`src/rtl/pe_conv_ctrl_pkg.sv`:
```
// Shared definitions for the 3x3 convolution window controller: FSM encoding,
// PE mode codes, window geometry constants and tap-offset helpers.
package pe_conv_ctrl_pkg;

    typedef enum logic [1:0] {
        ST_IDLE  = 2'b00,
        ST_FETCH = 2'b01,
        ST_DRAIN = 2'b10,
        ST_OUT   = 2'b11
    } state_t;

    localparam logic [1:0] MODE_HOLD = 2'b00;
    localparam logic [1:0] MODE_ACC  = 2'b01;

    localparam int KTAPS         = 9;
    localparam int DRAIN_TIMEOUT = 4;

    function automatic logic [1:0] tap_row_off(input logic [3:0] k);
        return 2'(k / 4'd3);
    endfunction

    function automatic logic [1:0] tap_col_off(input logic [3:0] k);
        return 2'(k % 4'd3);
    endfunction

endpackage

```
`src/rtl/pe_conv_ctrl_tap_addr_gen.sv`:
```
// Tap address generator: maps window origin and tap index k onto the ifmap
// linear address and the filter tap index.
module tap_addr_gen
    import pe_conv_ctrl_pkg::*;
#(
    parameter int IMG_W = 8,
    parameter int AW    = 8
) (
    input  logic [AW-1:0] row,
    input  logic [AW-1:0] col,
    input  logic [3:0]    k,
    output logic [AW-1:0] ifmap_addr,
    output logic [3:0]    filt_addr
);

    localparam int FW = 2 * AW + 4;

    logic [FW-1:0] full_addr_s;

    // Row-major address of tap k; wide intermediate, truncated to AW.
    always_comb begin
        full_addr_s = (FW'(row) + FW'(tap_row_off(k))) * FW'(IMG_W)
                      + FW'(col) + FW'(tap_col_off(k));
        ifmap_addr  = full_addr_s[AW-1:0];
        filt_addr   = k;
    end

endmodule

```
`src/rtl/pe_conv_ctrl.sv`:
```
// Controller that streams one 3x3 ifmap window and its filter taps into an
// external PE, then hands the PE result off over a valid/ready interface.
module pe_conv_ctrl
    import pe_conv_ctrl_pkg::*;
#(
    parameter int IMG_W = 8,
    parameter int AW    = 8
) (
    input  logic          clk,
    input  logic          rst,
    input  logic          start,
    input  logic [AW-1:0] start_row,
    input  logic [AW-1:0] start_col,
    output logic          busy,
    output logic [AW-1:0] ifmap_addr,
    input  logic [7:0]    ifmap_rdata,
    output logic [3:0]    filt_addr,
    input  logic [7:0]    filt_rdata,
    output logic [7:0]    pe_in,
    output logic [7:0]    pe_filter,
    output logic [1:0]    pe_mode,
    input  logic [7:0]    pe_out,
    input  logic          pe_count_9,
    output logic [7:0]    res_data,
    output logic          res_valid,
    input  logic          res_ready,
    output logic          err
);

    localparam logic [AW-1:0] MAX_ORG = AW'(IMG_W - 3);

    state_t        state_r, next_state_s;
    logic [3:0]    k_r;
    logic [AW-1:0] row_r, col_r;
    logic [2:0]    drain_cnt_r;
    logic          busy_r, res_valid_r, err_r;
    logic [7:0]    res_data_r;
    logic [1:0]    pe_mode_r;
    logic [AW-1:0] ifmap_addr_r;
    logic [3:0]    filt_addr_r;

    logic [AW-1:0] gen_row_s, gen_col_s, gen_addr_s;
    logic [3:0]    gen_k_s, gen_filt_s;
    logic          origin_ok_s, accept_s, reject_s, capture_s, timeout_s, handoff_s;

    assign origin_ok_s = (start_row <= MAX_ORG) && (start_col <= MAX_ORG);

    // Addresses are produced one tap ahead so each one is on the port during its FETCH cycle.
    tap_addr_gen #(.IMG_W(IMG_W), .AW(AW)) u_tap_addr_gen (
        .row        (gen_row_s),
        .col        (gen_col_s),
        .k          (gen_k_s),
        .ifmap_addr (gen_addr_s),
        .filt_addr  (gen_filt_s)
    );

    // Next-state and event decode.
    always_comb begin
        next_state_s = state_r;
        gen_row_s    = row_r;
        gen_col_s    = col_r;
        gen_k_s      = k_r + 4'd1;
        accept_s     = 1'b0;
        reject_s     = 1'b0;
        capture_s    = 1'b0;
        timeout_s    = 1'b0;
        handoff_s    = 1'b0;
        case (state_r)
            ST_IDLE: begin
                gen_row_s = start_row;
                gen_col_s = start_col;
                gen_k_s   = 4'd0;
                if (start && origin_ok_s) begin
                    accept_s     = 1'b1;
                    next_state_s = ST_FETCH;
                end else if (start) begin
                    reject_s     = 1'b1;
                    next_state_s = ST_IDLE;
                end else begin
                    next_state_s = ST_IDLE;
                end
            end
            ST_FETCH: begin
                if (k_r == 4'(KTAPS - 1)) begin
                    next_state_s = ST_DRAIN;
                end else begin
                    next_state_s = ST_FETCH;
                end
            end
            ST_DRAIN: begin
                if (pe_count_9) begin
                    capture_s    = 1'b1;
                    next_state_s = ST_OUT;
                end else if (drain_cnt_r == 3'(DRAIN_TIMEOUT - 1)) begin
                    timeout_s    = 1'b1;
                    next_state_s = ST_OUT;
                end else begin
                    next_state_s = ST_DRAIN;
                end
            end
            ST_OUT: begin
                if (res_ready) begin
                    handoff_s    = 1'b1;
                    next_state_s = ST_IDLE;
                end else begin
                    next_state_s = ST_OUT;
                end
            end
            default: next_state_s = ST_IDLE;
        endcase
    end

    // FSM state register.
    always_ff @(posedge clk or posedge rst) begin
        if (rst) begin
            state_r <= ST_IDLE;
        end else begin
            state_r <= next_state_s;
        end
    end

    // Registered datapath and outputs.
    always_ff @(posedge clk or posedge rst) begin
        if (rst) begin
            k_r          <= 4'd0;
            row_r        <= '0;
            col_r        <= '0;
            drain_cnt_r  <= 3'd0;
            busy_r       <= 1'b0;
            res_valid_r  <= 1'b0;
            res_data_r   <= 8'h00;
            err_r        <= 1'b0;
            pe_mode_r    <= MODE_HOLD;
            ifmap_addr_r <= '0;
            filt_addr_r  <= 4'd0;
        end else begin
            if (accept_s) begin
                row_r        <= start_row;
                col_r        <= start_col;
                k_r          <= 4'd0;
                ifmap_addr_r <= gen_addr_s;
                filt_addr_r  <= gen_filt_s;
            end else if (state_r == ST_FETCH && k_r != 4'(KTAPS - 1)) begin
                k_r          <= k_r + 4'd1;
                ifmap_addr_r <= gen_addr_s;
                filt_addr_r  <= gen_filt_s;
            end
            // Read data lands one cycle after each FETCH cycle, so the PE accumulates then.
            pe_mode_r   <= (state_r == ST_FETCH) ? MODE_ACC : MODE_HOLD;
            drain_cnt_r <= (state_r == ST_DRAIN) ? drain_cnt_r + 3'd1 : 3'd0;
            err_r       <= reject_s | timeout_s;
            busy_r      <= (next_state_s != ST_IDLE);
            if (capture_s) begin
                res_data_r  <= pe_out;
                res_valid_r <= 1'b1;
            end else if (timeout_s) begin
                res_data_r  <= 8'h00;
                res_valid_r <= 1'b1;
            end else if (handoff_s) begin
                res_valid_r <= 1'b0;
            end
        end
    end

    assign busy       = busy_r;
    assign ifmap_addr = ifmap_addr_r;
    assign filt_addr  = filt_addr_r;
    assign pe_in      = ifmap_rdata;
    assign pe_filter  = filt_rdata;
    assign pe_mode    = pe_mode_r;
    assign res_data   = res_data_r;
    assign res_valid  = res_valid_r;
    assign err        = err_r;

endmodule

```
`config.mk`:
```
export PLATFORM = sky130hd
export DESIGN_NAME = pe_conv_ctrl
export DESIGN_NICKNAME = d
export VERILOG_FILES = /design/src/rtl/pe_conv_ctrl_pkg.sv /design/src/rtl/pe_conv_ctrl_tap_addr_gen.sv /design/src/rtl/pe_conv_ctrl.sv
export SDC_FILE = /design/constraint.sdc
export NUM_CORES = 1
export LEC_CHECK = 0
export ABC_AREA = 0
export CAP_MARGIN = 20
export CORE_ASPECT_RATIO = 0.8
export CORE_MARGIN = 4
export CORE_UTILIZATION = 48
export CTS_BUF_LIST = sky130_fd_sc_hd__clkbuf_8
export DETAILED_ROUTE_END_ITERATION = 7
export MAX_ROUTING_LAYER = met4
export PLACE_DENSITY_LB_ADDON = 0.25
export SLEW_MARGIN = 20
export SYNTH_ARGS = -nofsm -noshare
export SYNTH_HDL_FRONTEND = slang
export SYNTH_SLANG_ARGS = --single-unit
```
`constraint.sdc`:
```
create_clock -name clk -period 4.6 [get_ports clk]
set_input_delay 0.46 -clock clk [delete_from_list [all_inputs] [get_ports clk]]
set_output_delay 0.46 -clock clk [all_outputs]
set_load 0.05 [all_outputs]
```
==> impl_metrics.py <==
metrics = {
    "status": {
        "status": "finished, final reports clean",
    },
    "grt": {
        "antenna_found_initial": 0,
        "grt_pass1_vias": 1884,
        "grt_pass1_wl_um": 8840,
        "grt_usage_pct": 17.2,
        "gr-total-overflow": 0,
        "grt_max_degree": 47,
    },
    "finish": {
        "final_cell_mix": "clkdlybuf4s50_1, dfrtp_1, nand2_1, nor2_1, mux2_2",
        "nets": 354,
        "area_growth_pct": 22.5,
        "fin_area_mm2": 0.00328,
        "layout-drive-gt1-share_pct": 13.0,
        "fin_util_pct": 60.3,
        "layout.cells.most_common": "clkdlybuf4s50_1",
        "insertedDiodeCount": 0,
    },
    "placement": {
        "portBuffers": 52,
        "place.gp.congestion": 0.821,
        "dp_hpwl_um": 4110,
        "placed_area_mm2": 0.00314,
    },
    "min_path": {
        "holdPathEnd": "ifmap_addr[0]$_DFFE_PP0P_",
        "min_from": "ifmap_addr[0]$_DFFE_PP0P_",
        "hold_depth": 2,
        "hold_class": "reg -> reg",
    },
    "setup_path": {
        "crit_chain": "ha_1, xnor2_2, or2_4, nor2_1, ha_1, inv_1, ha_2, o31ai_1, mux2i_1, ha_1, nor2_1, a32oi_4, ha_1, fa_1, xnor2_1, ha_1, o21a_1, a21boi_0, o211a_1, nor3_1",
        "crit_path_end_kind": "flop",
        "cp_max_fo": 7,
        "r2r_cells": 20,
        "crit_type": "reg -> reg",
        "cpPeakStageDelay_ps": 460,
        "cp-start-kind": "flop",
        "timing.rr.end": "ifmap_addr[6]$_DFFE_PP0P_",
        "critPathTopFamily": "adder cells",
        "cp.arrival_ps": 4560,
        "regToRegSetupSlack_ps": 260,
        "critPathSlowestCell": "dfrtp_1",
        "path_buf_inv": 1,
        "critPathRequiredTime_ps": 4820,
        "r2r_start": "k_r[0]$_DFFE_PP0P_",
        "worst-path-stages": 20,
        "crit_top_cell": "ha_1",
    },
    "synthesis": {
        "synth_area_mm2": 0.00268,
        "ys_types": 48,
        "yosys-top-cells-area": "dfrtp_1, ha_1, mux2_2",
        "syn_nets": 316,
        "syn_avg_cell_area_um2": 10.5,
        "synth_cells": 254,
        "synth_ff_type": "dfrtp_1",
        "synthArstFlopShare_pct": 100,
        "ys_seq_elements": 46,
        "seq_area_frac_synth_pct": 43.0,
        "yosys_warnings": 0,
        "synth_top_cell_by_area": "dfrtp_1",
        "synth_edf_count": 0,
        "synth_top_area_share_pct": 43.0,
    },
    "clock_network": {
        "cts-root-buf": "clkbuf_8",
        "cts_tree": "built",
        "cts.sinks": 46,
        "cts_made_buffers": 5,
        "clk_pin_slew_ps": 90,
        "cts_hold_buf": 0,
        "h-tree-depth": 2,
        "clockBufferDepth": 2,
        "clk_latency_ps": 300,
    },
    "sta": {
        "min_period_ps": 4340,
        "skew_ps": 2.69,
        "setup_viol": 0,
        "rsz0062_at_grt": "no",
        "hold_viol": 0,
        "fin_crit_sh_pct": 94.4,
        "fin_hold_ws_ps": 472,
        "slew_violations": 0,
        "relSlewSlack_pct": 44.7,
        "timing.fmax_mhz": 230,
        "setup_tns_ps": 0,
        "worst-slew-pin-transition_ps": 829,
    },
    "floorplanning": {
        "core_area_mm2": 0.00544,
        "rows": 24,
        "die_area_mm2": 0.00684,
        "initial_core_util_pct": 49.2,
        "die_h_um": 74.8,
        "io_pins": 86,
        "die_x_um": 91.5,
    },
    "flow_run": {
        "drv_cap": 0,
    },
    "detailed_routing": {
        "num_vias": 1911,
        "wire_per_inst_um": 15.0,
        "via_per_inst": 5.15,
        "drtIter0Drc": 91,
        "drc": 0,
        "wl_um": 5550,
        "drtAntennaViolNets": 0,
        "first_pass_iters": 5,
    },
    "power": {
        "ir_drop_mv": 0.244,
        "p_total_mw": 2.74,
        "power_leakage_nw": 1.52,
        "power.density_mw_per_mm2": 836,
    },
}
## how the worst max path moves through the flow
stage | startpoint | to
5_1_grt | k_r[0]$_DFFE_PP0P_ | ifmap_addr[6]$_DFFE_PP0P_
2_1_floorplan | k_r[0]$_DFFE_PP0P_ | ifmap_addr[6]$_DFFE_PP0P_
6_report | k_r[0]$_DFFE_PP0P_ | ifmap_addr[6]$_DFFE_PP0P_
3_3_place_gp | k_r[0]$_DFFE_PP0P_ | ifmap_addr[6]$_DFFE_PP0P_
3_5_place_dp | k_r[0]$_DFFE_PP0P_ | ifmap_addr[6]$_DFFE_PP0P_
4_1_cts | k_r[0]$_DFFE_PP0P_ | ifmap_addr[6]$_DFFE_PP0P_
## flip-flops by register name, summed over array words and instances, names as in the netlist
name and flops:
col_r 8, ifmap_addr 8, res_data 8, row_r 5
filt_addr 4, k_r 4, drain_cnt_r 3, state_r 2
busy 1, err 1, pe_mode 1, res_valid 1
## metal layers
layer	part of all wire, %	track usage, %
met2	46	26.0
met3	5.6	5.19
met4	0.79	4.18
met1	47	22.8
met5	0	-
## tightest hold or removal path, cell delays in order, from the launching register on
cell and delay (ps):
dfrtp_1 350, nand2_1 50, nand2_1 50
## cells by family (layout without fill, tap and decap cells)
group                      Yosys count  in the layout  share of synthesized area, %
and+or+nand+nor                     78             78                          14.6
DFF                                 46             46                          43.0
AOI/OAI and AO/OA                   44             44                          12.8
buffers and inverters               33             72                          7.44
muxes                               19             19                          8.00
adders and majority gates           17             17                          8.51
xor gates and xnor gates            16             16                          5.52
other                                1              1                         0.140
## synth_stat cells (2+ instances only)
master / n
fa_1: 2
clkbuf_1: 4
nor2b_1: 9
mux2i_1: 3
a21oi_1: 6
o21ai_0: 8
a21o_1: 3
nor2_1: 18
xor2_1: 4
nor3b_1: 2
dfrtp_1: 46
a22o_1: 9
nor4_1: 3
o211a_1: 2
buf_2: 3
nand3_1: 2
and2_1: 3
inv_1: 8
nand2b_1: 4
o21a_1: 2
o211ai_1: 3
nand2_1: 28
mux2_2: 15
ha_1: 15
buf_4: 17
xnor2_1: 11
a31oi_1: 3
## timing repair
| action | in CTS | in global routing |
|---|---|---|
| setup buffers | 0 | 2 |
| setup endpoints to repair | 0 | 2 |
| endpoints found under the hold margin | 0 | 0 |
| gates resized for setup | 0 | 2 |
## cell type report
type                            count  area, µm²
Fill cell                         481       2160
Sequential cell                    46       1150
Multi-Input combinational cell    175       1340
Clock inverter                      3       41.3
Clock buffer                        5       68.8
Tap cell                           78       97.6
Inverter                            8       31.3
Timing Repair Buffer               56        551
## per-stage QoR
| stage | cells | setup slack [ps] |
|---|---|---|
| floorplan | 254 | 591 |
| global placement | 361 | 418 |
| detailed placement | 361 | 180 |
| CTS | 369 | 160 |
| global route | 371 | 30.8 |
| finish | 371 | 259 |
## power breakdown
group	switching, mW	internal (mW)
registers	0.111	0.537
clock network	0.142	0.160
logic	1.03	0.758
total	1.28	1.46
(Power assumes the default switching activity.)
